### config.mk
export PLATFORM = sky130hd
export DESIGN_NAME = nios2_sysid_regs
export DESIGN_NICKNAME = d
export VERILOG_FILES = /design/src/rtl/nios2_sysid_regs.sv
export SDC_FILE = /design/constraint.sdc
export NUM_CORES = 1
export LEC_CHECK = 0
export CAP_MARGIN = 15
export CORE_UTILIZATION = 50
export DETAILED_ROUTE_END_ITERATION = 7
export HOLD_SLACK_MARGIN = 0.12
export PLACE_DENSITY = 0.71
export RECOVER_POWER = 100
export SETUP_SLACK_MARGIN = 0.4
export SYNTH_ARGS = -nofsm -noshare
export SYNTH_HDL_FRONTEND = slang
export SYNTH_SLANG_ARGS = --single-unit
### constraint.sdc
create_clock -name clock -period 3.6 [get_ports clock]
set_clock_uncertainty 0.2 [all_clocks]
set_input_delay 0.72 -clock clock [delete_from_list [all_inputs] [get_ports clock]]
set_output_delay 0.72 -clock clock [all_outputs]
set_load 0.01 [all_outputs]
### src/rtl/nios2_sysid_regs.sv
// Avalon-MM system-identification slave: fixed ID/timestamp, free-running 64-bit
// uptime with coherent LO/HI reads, scratch, control/status and pipelined reads.
module nios2_sysid_regs #(
  parameter logic [31:0] SYSTEM_ID    = 32'h5BBF_6F0A,
  parameter logic [31:0] TIMESTAMP    = 32'h0000_0000,
  parameter int          ADDR_W       = 3,
  parameter int          READ_LATENCY = 1,
  parameter int          TICK_DIV     = 50,
  parameter logic [63:0] UPTIME_INIT  = 64'h0
) (
  input  logic              clock,
  input  logic              reset_n,
  input  logic [ADDR_W-1:0] address,
  input  logic              read,
  input  logic              write,
  input  logic [31:0]       writedata,
  input  logic [3:0]        byteenable,
  output logic [31:0]       readdata,
  output logic              readdatavalid
);

  localparam int            PW       = (TICK_DIV > 1) ? $clog2(TICK_DIV) : 1;
  localparam logic [PW-1:0] PRE_LAST = PW'(TICK_DIV - 1);

  logic [PW-1:0] r_prescale;
  logic [63:0]   r_uptime;
  logic [31:0]   r_hiShadow;
  logic [31:0]   r_scratch;
  logic          r_en;
  logic          r_ovf;
  logic          r_pipeValid [READ_LATENCY];
  logic [31:0]   r_pipeData  [READ_LATENCY];

  logic          w_wrScratch;
  logic          w_wrCtrl;
  logic          w_wrStatus;
  logic          w_clr;
  logic          w_tick;
  logic          w_ovfSet;
  logic          w_rdUpLo;
  logic [31:0]   w_rdata;

  assign w_wrScratch = write && (address == ADDR_W'(4));
  assign w_wrCtrl    = write && (address == ADDR_W'(5));
  assign w_wrStatus  = write && (address == ADDR_W'(6));
  assign w_clr       = w_wrCtrl && writedata[1];
  assign w_tick      = r_en && (r_prescale == PRE_LAST);
  // A clear in the same cycle suppresses the increment, so it cannot overflow.
  assign w_ovfSet    = w_tick && !w_clr && (&r_uptime);
  assign w_rdUpLo    = read && (address == ADDR_W'(2));

  always_ff @(posedge clock or negedge reset_n) begin
    if (!reset_n) begin
      r_prescale <= '0;
      r_uptime   <= UPTIME_INIT;
    end else if (w_clr) begin
      r_prescale <= '0;
      r_uptime   <= '0;
    end else if (w_tick) begin
      r_prescale <= '0;
      r_uptime   <= r_uptime + 64'd1;
    end else if (r_en) begin
      r_prescale <= r_prescale + PW'(1);
    end
  end

  always_ff @(posedge clock or negedge reset_n) begin
    if (!reset_n) begin
      r_en       <= 1'b1;
      r_ovf      <= 1'b0;
      r_scratch  <= '0;
      r_hiShadow <= '0;
    end else begin
      if (w_wrCtrl)
        r_en <= writedata[0];
      // Sticky overflow: a fresh set outranks a simultaneous write-1-to-clear.
      if (w_ovfSet)
        r_ovf <= 1'b1;
      else if (w_wrStatus && writedata[0])
        r_ovf <= 1'b0;
      if (w_rdUpLo)
        r_hiShadow <= r_uptime[63:32];
      for (int b = 0; b < 4; b++) begin
        if (w_wrScratch && byteenable[b])
          r_scratch[8*b +: 8] <= writedata[8*b +: 8];
      end
    end
  end

  always_comb begin
    w_rdata = '0;
    case (address)
      ADDR_W'(0): w_rdata = SYSTEM_ID;
      ADDR_W'(1): w_rdata = TIMESTAMP;
      ADDR_W'(2): w_rdata = r_uptime[31:0];
      ADDR_W'(3): w_rdata = r_hiShadow;
      ADDR_W'(4): w_rdata = r_scratch;
      ADDR_W'(5): w_rdata = {31'b0, r_en};
      ADDR_W'(6): w_rdata = {31'b0, r_ovf};
      default:    w_rdata = '0;
    endcase
  end

  // Data stages carry zero when empty so readdata is already 0 between pulses.
  always_ff @(posedge clock or negedge reset_n) begin
    if (!reset_n) begin
      for (int i = 0; i < READ_LATENCY; i++) begin
        r_pipeValid[i] <= 1'b0;
        r_pipeData[i]  <= '0;
      end
    end else begin
      r_pipeValid[0] <= read;
      r_pipeData[0]  <= read ? w_rdata : '0;
      for (int i = 1; i < READ_LATENCY; i++) begin
        r_pipeValid[i] <= r_pipeValid[i-1];
        r_pipeData[i]  <= r_pipeData[i-1];
      end
    end
  end

  assign readdatavalid = r_pipeValid[READ_LATENCY-1];
  assign readdata      = r_pipeData[READ_LATENCY-1];

endmodule

Yosys cells after proc, flatten, opt, wreduce, memory -nomap -nowiden. Cells that the tools add are included.

Word-level logic and storage cells: 47. Register bits: 169. Input port bits: 43. Output and inout port bits: 33.

Add/sub/neg operators: 2. Reductions and logical operators: 19. Multiplexer cells: 9. Eq/ne operators: 6.

Operator list (count): 32-bit case mux with 6 select lines (1); 64-bit 2-to-1 mux (2); 64-bit by 1-bit adder with 64-bit output, second input constant (1); 64-bit AND reduction (1); 32-bit 2-to-1 mux (1); 6-bit 2-to-1 mux (3); 1-bit logical AND (13); 3-bit == test, second input constant (3); 6-bit by 1-bit adder with 6-bit output, second input constant (1); 3-bit by 2-bit == test with 1-bit output, second input constant (2); 6-bit == test, second input constant (1); 2-bit nonzero test (2); 3-bit logical NOT (1); 3-bit nonzero test (1); 1-bit 2-to-1 mux (2); 1-bit logical NOT (1).

Depth between registers and ports, before layout. Gate-level depths: netlist of run 1.

Word-level depth: 7. Depth in mapped cells: 8.

Least setup slack after synthesis of run 1. No wires, ideal clock.

Path kind: register to register. Start point: reg r_en. End point: reg r_uptime[58]. Setup slack: 0.884 ns. Stages on the path, launching flop included: 7. Clock period less this slack: 2.716 ns. Path buffers: 1. Arrival time: 2.450 ns. Cell sequence: dfstp_2 -> buf_4 -> nand4bb_1 -> or4_1 -> or4b_4 -> or4_1 -> nand2_1.

Longest elaborated chain between the ends: 2.

RTL lines: start, declared (line 29) `logic r_en;`; start signal, assigned (line 75) `r_en <= writedata[0];`; 1-bit logical AND (line 47) `assign w_tick = r_en && (r_prescale == PRE_LAST);`; 2-bit nonzero test (no line); end signal, assigned (line 61) `r_uptime <= r_uptime + 64'd1;`; end, declared (line 26) `logic [63:0] r_uptime;`.

No other way between the ends. A chain may end at the register's enable or synchronous reset.

Worst setup path in the final report of run 1.
Start point: in address[2]. End point: reg r_uptime[26].

Longest elaborated chain between the ends: 4. Elaborated cells between the ends (all ways): 5. Classes of those cells: eq/ne: 1; mux: 1; reduce/logical: 3.

RTL lines: start, declared (line 13) `input logic [ADDR_W-1:0] address,`; 3-bit == test (*) (line 44) `assign w_wrCtrl = write && (address == ADDR_W'(5));`; 1-bit logical AND (*) (line 44); 1-bit logical AND (*) (line 46) `assign w_clr = w_wrCtrl && writedata[1];`; 64-bit 2-to-1 mux / 2-bit nonzero test (equally long branches).

Every way passes the cells marked *; elsewhere a longest branch is shown, timed or not.

==> Implementation_results.wiki, run 1 <==
{| class="wikitable"
! Metric !! Value
|-
| Full die area || 16550 um2
|-
| Clock root buffer || clkbuf_16
|-
| Number of diodes added for antenna fixing || 0
|-
| Multi-input logic area || 3470 um2
|-
| Master of the slowest instance on the critical path || nor2_1
|-
| Drc violations || 0
|-
| Remaining Overflow, GRT || 0
|-
| Tightest slew margin relative to the limit || 0.1330
|-
| Syn Area/Cell || 10.37 um2
|-
| Peak supply drop || 0.3786 mV
|-
| Top-count cell post-synth || dfrtp_1
|-
| Number of DRC markers in iteration 0 || 589
|-
| Gate Count Post-Synth || 773
|-
| Total CTS buffers || 17
|-
| Critical Path Max Stage Delay || 0.87 ns
|-
| Fraction of registers with async set/reset || 1.000
|-
| Synth top area cells || dfrtp_1, mux2_2, a21oi_1
|-
| Number of nets in the layout || 890
|-
| Post-place instance area || 9010 um2
|-
| Final routed wire length divided by cell count || 19.03 um
|-
| Aggregate routed wire length || 20.33 mm
|-
| Critical path start-end classification || in -> reg
|-
| Ports placed on the boundary || 76
|-
| Post-Synthesis Cell Area || 8018 um2
|-
| First-pass GRT wire length || 31.89 mm
|-
| Chip height || 128.6 um
|-
| Number of cell rows || 45
|-
| Number of buffers and inverters on the critical path || 2
|-
| Slew at the pin with the worst max-slew slack || 1.300 ns
|-
| RD Place Congestion || 0.9052
|-
| Max Cap Viol || 0
|-
| Worst endpoint data arrival time || 3.30 ns
|-
| Number of distinct library cells after synthesis || 54
|-
| Final worst setup slack || 0.4188 ns
|-
| Top cells by count, synth || dfrtp_1, nor2_1, a21oi_1, mux2_2, nand2_1
|-
| Core region area || 15430 um2
|-
| Run status || completed
|-
| Setup repair after global routing missed its margin || no
|-
| Clock tree from TritonCTS || yes
|-
| Effective utilization at floorplan || 0.5197
|-
| Antenna Nets Post-Route || 0
|-
| Endpoint required time on the critical path || 3.71 ns
|-
| EDFF count, synth || 0
|-
| Fraction of synthesized cell area taken by the top area cell type || 0.5243
|-
| Part of the cycle the worst path needs || 0.8837
|-
| Total count of hold-check failures in the final report || 0
|-
| Achievable clock frequency || 314.3 MHz
|-
| CTS clock-pin slew for the worst setup and hold paths || 0.06 ns
|-
| Family with the most delay on the worst path || simple AND/OR/NAND/NOR gates
|-
| Share of post-route cells with drive strength above 1 || 0.1424
|-
| Post-placement worst setup slack || 0.4859 ns
|-
| Leakage Power || 4.102 nW
|-
| Cell with the most instances on the worst path || nor2_1
|-
| Mapped Nets || 819
|-
| Maximum level of the CTS H-tree || 4
|-
| Maximum fanout along the worst path || 20
|-
| Register area share after synthesis || 0.5276
|-
| Total clock sinks || 169
|-
| Number of global-route vias before repair || 5955
|-
| Final Slew Violations || 0
|-
| Relative area change from synthesis to final layout || 20.18%
|-
| Clock Tree Buf Depth || 2
|-
| Iteration count of the initial detailed-routing pass || 5
|-
| Total number of vias || 6217
|-
| Largest net degree at the start of global routing || 92
|-
| Overall global routing resource usage || 0.2593
|-
| Worst-path cell chain || dlygate4sd3_1 > nor2b_1 > nand3_1 > nor2_1 > buf_4 > nor2_1
|-
| Launching element type of the critical path || primary input
|-
| Later-pin clock latency in the skew report || 0.44 ns
|-
| Filler Cell Count || 1271
|-
| Initial antenna violation count || 0
|-
| Class of the tightest hold or removal check || reg -> reg
|-
| Count of synthesis-stage warnings from yosys || 0
|-
| Input/output buffers || 75
|-
| Detail-routed via count per cell || 5.821
|-
| Setup TNS Final || 0 ns
|-
| #FFs+latches synth || 169
|-
| Placed wire-length estimate || 14.44 mm
|-
| Shortest clock period the worst path allows after layout || 3.181 ns
|-
| Setup Viol. Count Final || 0
|-
| Main flop type after synthesis || dfrtp_1
|-
| Pwr Density || 576.4 nW/um2
|-
| Non-Filler Cell Area, Final || 9635 um2
|-
| Capturing element type of the critical path || register
|-
| FF/Latch Area || 4230 um2
|-
| Most area-hungry cell type in the Yosys netlist || dfrtp_1
|-
| Overall die width || 128.6 um
|}
-- cells in the final DEF (no fill, tap or decap), types with 27 or more instances in the layout --
master           synthesis  final
mux2_2                  64     64
o21ai_0                 31     31
a21oi_1                 71     71
dfrtp_1                168    168
dlygate4sd3_1            0     36
clkdlybuf4s50_1          0     39
xnor2_1                 28     28
nand2_1                 48     48
nor2_1                  80     80
inv_1                   27     27
nand3_1                 26     27
-- power by group --
part	internal [mW]	total [mW]	switching [mW]
Combinational	0.452	0.865	0.413
Clock	1.25	2.00	0.752
Sequential	2.29	2.69	0.396
-- per-stage QoR --
stage                     total power [mW]  utilization  hold slack (ns)  cells
after CTS                            5.587       0.6264           0.2816   1066
after global routing                 5.805       0.6246           0.2988   1068
after global placement               3.528       0.5840           0.2692   1033
final                                5.554       0.6246           0.2819   1068
after floorplan                      3.156            -           0.2244    773
after detailed placement             3.588       0.5840           0.2676   1033
-- path summary, 6_finish.rpt --
kind                               from       endpoint  slack (ns)  cells past startpoint
setup / recovery             address[2]   r_uptime[26]        0.42                      6
hold / removal                    r_ovf          r_ovf        0.28                      1
setup reg to reg           r_uptime[31]   r_uptime[57]        0.44                      5
hold reg to reg                   r_ovf          r_ovf        0.28                      1
max in group asynchronous       reset_n  r_scratch[19]        0.76                      3
min in group asynchronous       reset_n   r_uptime[43]        0.90                      2
-- state kept, by name (all words and copies together) (netlist names) --
signal         count
r_ovf              1
r_uptime          64
readdatavalid      1
r_en               1
r_hiShadow        32
readdata          32
r_prescale         6
r_scratch         32
-- routing by layer --
metal,part of all wire,wire [um],up-vias,track usage
li1,-,-,2880,-
met1,0.45,9069,3132,0.3505
met3,0.048,971,35,0.05946
met5,0,0,-,0
met4,0.030,611,0,0.1170
met2,0.48,9674,170,0.4003
-- cells by family after synthesis --
kind of cell | synth area share
AND/OR/NAND/NOR | 0.1904
flip-flops | 0.5276
AO/OA/AOI/OAI | 0.09332
multiplexers | 0.1074
buffers and inverters | 0.03839
XOR/XNOR | 0.03823
adder cells (fa/ha/maj) | 0.004682
-- area by class of cell --
| type | count | area share |
|---|---|---|
| Clock buffer | 20 | 0.04636 |
| Clock inverter | 12 | 0.02052 |
| Inverter | 27 | 0.01052 |
| Multi-Input combinational cell | 535 | 0.3601 |
| Sequential cell | 169 | 0.4390 |
| Tap cell | 211 | 0.02740 |
| Timing Repair Buffer | 94 | 0.09609 |
-- what timing repair did --
item / CTS / global route
hold endpoints to repair: 21 / 0
setup endpoints to repair: 0 / 5
setup buffers: 0 / 2
hold buffers: 1 / 0
resized for setup: 0 / 1
Power figures use the tool's default switching activity.
==> inputs of run 2 (changes only) <==
ABC_AREA = 1   (was not set)
REMOVE_ABC_BUFFERS = 1   (was not set)
==> run 2 against run 1 <==
The flow now finishes with violations (max-capacitance violations, max-slew violations). Final area up 5.7%. Critical path depth rose by 1. Flip-flop and latch count unchanged. Global-route usage is 3.1 points higher. Core utilization fell by 3.4 points. Maximum frequency increased by 4.8%. First-iteration DRC count is 6.6% lower. Non-clock buffer count fell by 7. Area after synthesis up 10%. Via count rose by 22%. Register-to-register slack better by 0.19 ns. Die area is 9.8% higher. Critical path type unchanged. Highest routed layer unchanged.
==> Implementation_results.wiki, run 2 <==
{| class="wikitable"
! Metric !! Value
|-
| Setup TNS Final || 0 ns (unchanged)
|-
| CTS clock-pin slew for the worst setup and hold paths || 0.07 ns (was 0.06 ns)
|-
| Total number of vias || 7584 (was 6217)
|-
| Chip height || 134.8 um (was 128.6 um)
|-
| Initial antenna violation count || 0 (unchanged)
|-
| Failing checks || max-capacitance violations, max-slew violations
|-
| Number of nets in the layout || 1205 (was 890)
|-
| Clock tree from TritonCTS || yes (unchanged)
|-
| Setup Viol. Count Final || 0 (unchanged)
|-
| Number of DRC markers in iteration 0 || 550 (was 589)
|-
| Tightest slew margin relative to the limit || -0.1494 (was 0.1330)
|-
| Filler Cell Count || 1590 (was 1271)
|-
| Class of the tightest hold or removal check || reg -> reg (unchanged)
|-
| Most area-hungry cell type in the Yosys netlist || dfrtp_1 (unchanged)
|-
| Share of post-route cells with drive strength above 1 || 0.08106 (was 0.1424)
|-
| Register area share after synthesis || 0.4797 (was 0.5276)
|-
| Family with the most delay on the worst path || simple AND/OR/NAND/NOR gates (unchanged)
|-
| Iteration count of the initial detailed-routing pass || 5 (unchanged)
|-
| Max Cap Viol || 1 (was 0)
|-
| Total CTS buffers || 17 (unchanged)
|-
| Leakage Power || 4.705 nW (was 4.102 nW)
|-
| Overall global routing resource usage || 0.2907 (was 0.2593)
|-
| Number of flip-flops under the largest register name || 64 (unchanged)
|-
| Capturing element type of the critical path || register (unchanged)
|-
| Number of buffers and inverters on the critical path || 2 (unchanged)
|-
| Maximum level of the CTS H-tree || 4 (unchanged)
|-
| Main flop type after synthesis || dfrtp_1 (unchanged)
|-
| Register name with the most flops || r_uptime (unchanged)
|-
| Aggregate routed wire length || 24.79 mm (was 20.33 mm)
|-
| Post-CTS setup buffer count || 0 (unchanged)
|-
| Full die area || 18170 um2 (was 16550 um2)
|-
| Critical path start-end classification || in -> reg (unchanged)
|-
| Worst-path cell chain || dlygate4sd3_1 > nor2_1 > inv_1 > nor2_8 > nand2_1 > nor2_1 > mux2_2 (was dlygate4sd3_1 > nor2b_1 > nand3_1 > nor2_1 > buf_4 > nor2_1)
|-
| Total count of hold-check failures in the final report || 0 (unchanged)
|-
| Placed wire-length estimate || 19.06 mm (was 14.44 mm)
|-
| Run status || finished with violations (was completed)
|-
| Maximum fanout along the worst path || 12 (was 20)
|-
| Fraction of synthesized cell area taken by the top area cell type || 0.4767 (was 0.5243)
|-
| Later-pin clock latency in the skew report || 0.43 ns (was 0.44 ns)
|-
| Top cells by count, synth || nand2_1, dfrtp_1, nor2_1, inv_1, o21ai_0 (was dfrtp_1, nor2_1, a21oi_1, mux2_2, nand2_1)
|-
| Overall die width || 134.8 um (was 128.6 um)
|-
| Largest net degree at the start of global routing || 70 (was 92)
|-
| Post-Synthesis Cell Area || 8818 um2 (was 8018 um2)
|-
| #FFs+latches synth || 169 (unchanged)
|-
| Slew at the pin with the worst max-slew slack || 1.724 ns (was 1.300 ns)
|-
| Detail-routed via count per cell || 5.429 (was 5.821)
|-
| Shortest clock period the worst path allows after layout || 3.035 ns (was 3.181 ns)
|-
| Worst endpoint data arrival time || 3.16 ns (was 3.30 ns)
|-
| RD Place Congestion || 0.9313 (was 0.9052)
|-
| Multi-input logic area || 3731 um2 (was 3470 um2)
|-
| Number of global-route vias before repair || 7272 (was 5955)
|-
| Core region area || 17240 um2 (was 15430 um2)
|-
| EDFF count, synth || 0 (unchanged)
|-
| Number of distinct library cells after synthesis || 45 (was 54)
|-
| Number of diodes added for antenna fixing || 0 (unchanged)
|-
| Syn Area/Cell || 8.158 um2 (was 10.37 um2)
|-
| Remaining Overflow, GRT || 0 (unchanged)
|-
| Setup repair after global routing missed its margin || no (unchanged)
|-
| Most frequent cells in the layout || nand2_1, nor2_1, dfrtp_1 (was dfrtp_1, nor2_1, a21oi_1)
|-
| Final Slew Violations || 69 (was 0)
|-
| Relative area change from synthesis to final layout || 15.52% (was 20.18%)
|-
| Cell with the most instances on the worst path || nor2_1 (unchanged)
|-
| Critical Path Max Stage Delay || 0.76 ns (was 0.87 ns)
|-
| Pwr Density || 434.7 nW/um2 (was 576.4 nW/um2)
|-
| Final routed wire length divided by cell count || 17.74 um (was 19.03 um)
|-
| Achievable clock frequency || 329.5 MHz (was 314.3 MHz)
|-
| First-pass GRT wire length || 39.47 mm (was 31.89 mm)
|-
| FF/Latch Area || 4230 um2 (unchanged)
|-
| Total design power || 4.429 mW (was 5.554 mW)
|-
| Master of the slowest instance on the critical path || nor2_1 (unchanged)
|-
| Part of the cycle the worst path needs || 0.8430 (was 0.8837)
|-
| Synth top area cells || dfrtp_1, nand2_1, nor2_1 (was dfrtp_1, mux2_2, a21oi_1)
|-
| Peak supply drop || 0.3579 mV (was 0.3786 mV)
|-
| Clock root buffer || clkbuf_16 (unchanged)
|-
| Number of cell rows || 48 (was 45)
|-
| Launching element type of the critical path || primary input (unchanged)
|-
| Top-count cell post-synth || nand2_1 (was dfrtp_1)
|-
| Drc violations || 0 (unchanged)
|-
| Fraction of registers with async set/reset || 1.000 (unchanged)
|-
| Commonest non-fill, non-tap cell in the layout || nand2_1 (was dfrtp_1)
|-
| Gate Count Post-Synth || 1081 (was 773)
|-
| Ports placed on the boundary || 76 (unchanged)
|-
| Count of synthesis-stage warnings from yosys || 0 (unchanged)
|-
| Effective utilization at floorplan || 0.5116 (was 0.5197)
|-
| Input/output buffers || 75 (unchanged)
|-
| Clock Tree Buf Depth || 2 (unchanged)
|-
| Antenna Nets Post-Route || 0 (unchanged)
|-
| Endpoint required time on the critical path || 3.72 ns (was 3.71 ns)
|-
| Total clock sinks || 169 (unchanged)
|}
## run 2: cell count changes after synthesis, sizes merged, moves of 21 or more
cell and delta:
mux2 -30, nor2 +111, nand3 +29, nand2 +208
xnor2 -27, inv +102, a21oi -21, o21ai +49
## run 2: layout make-up
class / instances / area share
well taps: 225 / 0.02763
clock inverters: 15 / 0.01793
flip-flops and latches: 169 / 0.4153
inverters: 130 / 0.04815
multi-input cells: 754 / 0.3662
repair buffers: 87 / 0.08303
clock buffers: 17 / 0.04176
## run 2: cell families (layout without fill, tap and decap cells)
family / Yosys count / count (layout) / synth area share
and+or+nand+nor: 551 / 551 / 0.2875
DFF: 169 / 169 / 0.4797
AOI/OAI and AO/OA: 164 / 164 / 0.1027
buffers and inverters: 158 / 249 / 0.07449
muxes: 34 / 34 / 0.04937
adders and majority gates: 3 / 3 / 0.004257
xor gates and xnor gates: 2 / 2 / 0.001987
## run 2: path summary, 6_finish.rpt
kind | from | endpoint | slack (ns) | cells after the start
max reg2reg | r_en | r_uptime[21] | 0.63 | 8
min in group asynchronous | reset_n | r_prescale[1] | 1.06 | 2
max | address[0] | r_scratch[27] | 0.57 | 7
min reg2reg | r_scratch[28] | r_scratch[28] | 0.28 | 1
min | r_scratch[28] | r_scratch[28] | 0.28 | 1
max in group asynchronous | reset_n | readdata[15] | 0.81 | 3
## run 2: worst register-to-register path, delay by kind of cell (launching register included)
family,cells,cell delay (ns)
AOI/OAI and AO/OA,1,0.20
DFF,1,0.60
and+or+nand+nor,7,1.88
## run 2: timing repair
| action | 4_1_cts | 5_1_grt |
|---|---|---|
| setup endpoints to repair | 0 | 0 |
| hold buffers | 1 | 0 |
| hold endpoints to repair | 14 | 0 |
| gates resized for setup | 0 | 0 |
## run 2: per-layer routing
layer  GRT usage  up-vias  wire, um
met3     0.05143       40      1719
met1      0.4053     3605     11210
met5           0        -         0
met2      0.4473      261     11230
met4      0.1223        0       632
li1            -     3678         -
## run 2: report_power, final
group / internal (mW) / total, mW / switching [mW]
combinational: 0.184 / 0.404 / 0.221
sequential: 2.04 / 2.14 / 0.0950
clock: 1.05 / 1.88 / 0.835
total: 3.28 / 4.43 / 1.15
## run 2: metrics by stage
stage	hold slack (ns)	area (um2)	instances	util	setup slack, ns
finish	0.2824	10190	1397	0.5910	0.5651
CTS	0.2868	10410	1397	0.6040	0.9485
floorplan	0.2244	8652	1053	-	1.406
global placement	0.2663	9793	1364	0.5682	0.5513
detailed placement	0.2711	9793	1364	0.5682	0.4971
global route	0.3107	10190	1397	0.5910	0.4142
==> inputs of run 3 (changes only) <==
clock period = 3 ns   (was 3.6 ns; I/O delays follow)
==> run 3 against run 2 <==
The flow now finishes without violations. Non-clock buffer count is 4 higher. Final area is 0.98% higher. Global-route usage hardly changed. Register-to-register slack worse by 0.24 ns. Clock power is 6% higher. Worst hold slack better by 0.0035 ns. Clock-buffer cell count is 2 higher. Critical path type unchanged. Critical endpoint is now r_uptime[19]. Core utilization is 0.58 points higher. Worst setup slack worse by 0.18 ns.
==> Implementation_results.wiki, run 3 (synthesis gave the netlist of run 2 again) <==
{| class="wikitable"
! Metric !! Value
|-
| Total number of vias || 7580 (was 7584)
|-
| Share of post-route cells with drive strength above 1 || 0.09532 (was 0.08106)
|-
| Clock Tree Buf Depth || 2 (unchanged)
|-
| Number of diodes added for antenna fixing || 0 (unchanged)
|-
| Aggregate routed wire length || 24.88 mm (was 24.79 mm)
|-
| Commonest non-fill, non-tap cell in the layout || nand2_1 (unchanged)
|-
| Non-filler cells in the finished layout || 1400 (was 1397)
|-
| Relative area change from synthesis to final layout || 16.66% (was 15.52%)
|-
| Setup repair after global routing missed its margin || no (unchanged)
|-
| Minimum hold slack || 0.2859 ns (was 0.2824 ns)
|-
| Ports placed on the boundary || 76 (unchanged)
|-
| Iteration count of the initial detailed-routing pass || 5 (unchanged)
|-
| Chip height || 134.8 um (unchanged)
|-
| Setup TNS Final || 0 ns (unchanged)
|-
| Final worst setup slack || 0.3811 ns (was 0.5651 ns)
|-
| Achievable clock frequency || 381.8 MHz
|-
| Setup Viol. Count Final || 0 (unchanged)
|-
| Most frequent cells in the layout || nand2_1, dfrtp_1, nor2_1 (was nand2_1, nor2_1, dfrtp_1)
|-
| Placed wire-length estimate || 18.83 mm (was 19.06 mm)
|-
| Capturing element type of the critical path || register (unchanged)
|-
| Slew at the pin with the worst max-slew slack || 1.323 ns (was 1.724 ns)
|-
| Effective utilization at floorplan || 0.5116 (unchanged)
|-
| Post-CTS setup buffer count || 0 (unchanged)
|-
| Launching element type of the critical path || primary input (unchanged)
|-
| Core occupancy in the finished layout || 0.5968 (was 0.5910)
|-
| Peak supply drop || 0.3862 mV (was 0.3579 mV)
|-
| Antenna Nets Post-Route || 0 (unchanged)
|-
| Endpoint required time on the critical path || 3.10 ns (was 3.72 ns)
|-
| First-pass GRT wire length || 39.35 mm (was 39.47 mm)
|-
| Core region area || 17240 um2 (unchanged)
|-
| Maximum fanout along the worst path || 20 (was 12)
|-
| Register name with the most flops || r_uptime (unchanged)
|-
| Number of nets in the layout || 1209 (was 1205)
|-
| Clock root buffer || clkbuf_16 (unchanged)
|-
| Drc violations || 0 (unchanged)
|-
| Total count of hold-check failures in the final report || 0 (unchanged)
|-
| Pwr Density || 493.7 nW/um2 (was 434.7 nW/um2)
|-
| Total design power || 5.079 mW (was 4.429 mW)
|-
| Max Cap Viol || 0 (was 1)
|-
| Number of global-route vias before repair || 7258 (was 7272)
|-
| Total clock sinks || 169 (unchanged)
|-
| Hold Buf Count CTS || 1 (unchanged)
|-
| Final Slew Violations || 0 (was 69)
|-
| Detail-routed via count per cell || 5.414 (was 5.429)
|-
| Number of flip-flops under the largest register name || 64 (unchanged)
|-
| Overall die width || 134.8 um (unchanged)
|-
| Clock tree from TritonCTS || yes (unchanged)
|-
| Total CTS buffers || 17 (unchanged)
|-
| Later-pin clock latency in the skew report || 0.43 ns (about the same)
|-
| Full die area || 18170 um2 (unchanged)
|-
| CTS clock-pin slew for the worst setup and hold paths || 0.06 ns (was 0.07 ns)
|-
| Initial antenna violation count || 1 (was 0)
|-
| Post-placement worst setup slack || 0.2703 ns (was 0.4971 ns)
|-
| Maximum level of the CTS H-tree || 4 (unchanged)
|-
| Number of cell rows || 48 (unchanged)
|-
| Part of the cycle the worst path needs || 0.8730
|-
| Cts repair resizes || 0 (unchanged)
|-
| Final routed wire length divided by cell count || 17.77 um (was 17.74 um)
|-
| Run status || completed (was finished with violations)
|-
| Tightest slew margin relative to the limit || 0.1182 (was -0.1494)
|-
| Shortest clock period the worst path allows after layout || 2.619 ns
|-
| Overall global routing resource usage || 0.2911 (was 0.2907)
|-
| Non-Filler Cell Area, Final || 10290 um2 (was 10190 um2)
|-
| Filler Cell Count || 1599 (was 1590)
|-
| Input/output buffers || 75 (unchanged)
|-
| Class of the tightest hold or removal check || reg -> reg (unchanged)
|-
| Post-place instance area || 9836 um2 (was 9793 um2)
|-
| Worst endpoint data arrival time || 2.72 ns (was 3.16 ns)
|-
| Remaining Overflow, GRT || 0 (unchanged)
|-
| Leakage Power || 4.776 nW (was 4.705 nW)
|-
| RD Place Congestion || 1.008 (was 0.9313)
|-
| Number of placed instances, taps included || 1368 (was 1364)
|-
| Number of DRC markers in iteration 0 || 629 (was 550)
|-
| Critical path start-end classification || in -> reg (unchanged)
|-
| Largest net degree at the start of global routing || 60 (was 70)
|}
## run 3: path summary, 6_finish.rpt
| check | from | endpoint | slack, ns | cells after the start |
|---|---|---|---|---|
| max in group asynchronous | reset_n | r_hiShadow[12] | 0.87 | 3 |
| hold reg to reg | r_hiShadow[31] | r_hiShadow[31] | 0.29 | 2 |
| setup reg to reg | r_en | r_uptime[50] | 0.39 | 8 |
| setup / recovery | address[2] | r_uptime[19] | 0.38 | 8 |
| min in group asynchronous | reset_n | readdata[2] | 0.79 | 2 |
| hold / removal | r_hiShadow[31] | r_hiShadow[31] | 0.29 | 2 |
## run 3: cell type report
| cell class | instances | area [um2] | share of cell area |
|---|---|---|---|
| clock buffer | 19 | 432.9 | 0.04208 |
| timing repair buffer | 91 | 894.6 | 0.08696 |
| tap | 225 | 281.5 | 0.02737 |
| clock inverter | 12 | 96.34 | 0.009365 |
| multi-input combinational | 754 | 3861 | 0.3753 |
| inverter | 130 | 490.5 | 0.04768 |
| sequential | 169 | 4230 | 0.4112 |
## run 3: worst max-delay path, stage by stage
cell,delay (ns)
dlygate4sd3_1,0.57
buf_4,0.16
nand4_2,0.12
nor2_1,0.39
inv_1,0.25
clkbuf_2,0.34
o21ai_0,0.20
a21oi_1,0.08
## run 3: layer usage
layer  global-route usage  wire [um]  up-vias
met5                    0          0        -
met4              0.08926        469        0
met3              0.05143       1702       31
met2               0.4556      11470      274
met1               0.4123      11230     3605
li1                     -          -     3670
## run 3: where the power goes
part / internal (mW) / switching, mW
combinational: 0.228 / 0.282
sequential: 2.45 / 0.115
clock: 1.06 / 0.935
total: 3.75 / 1.33
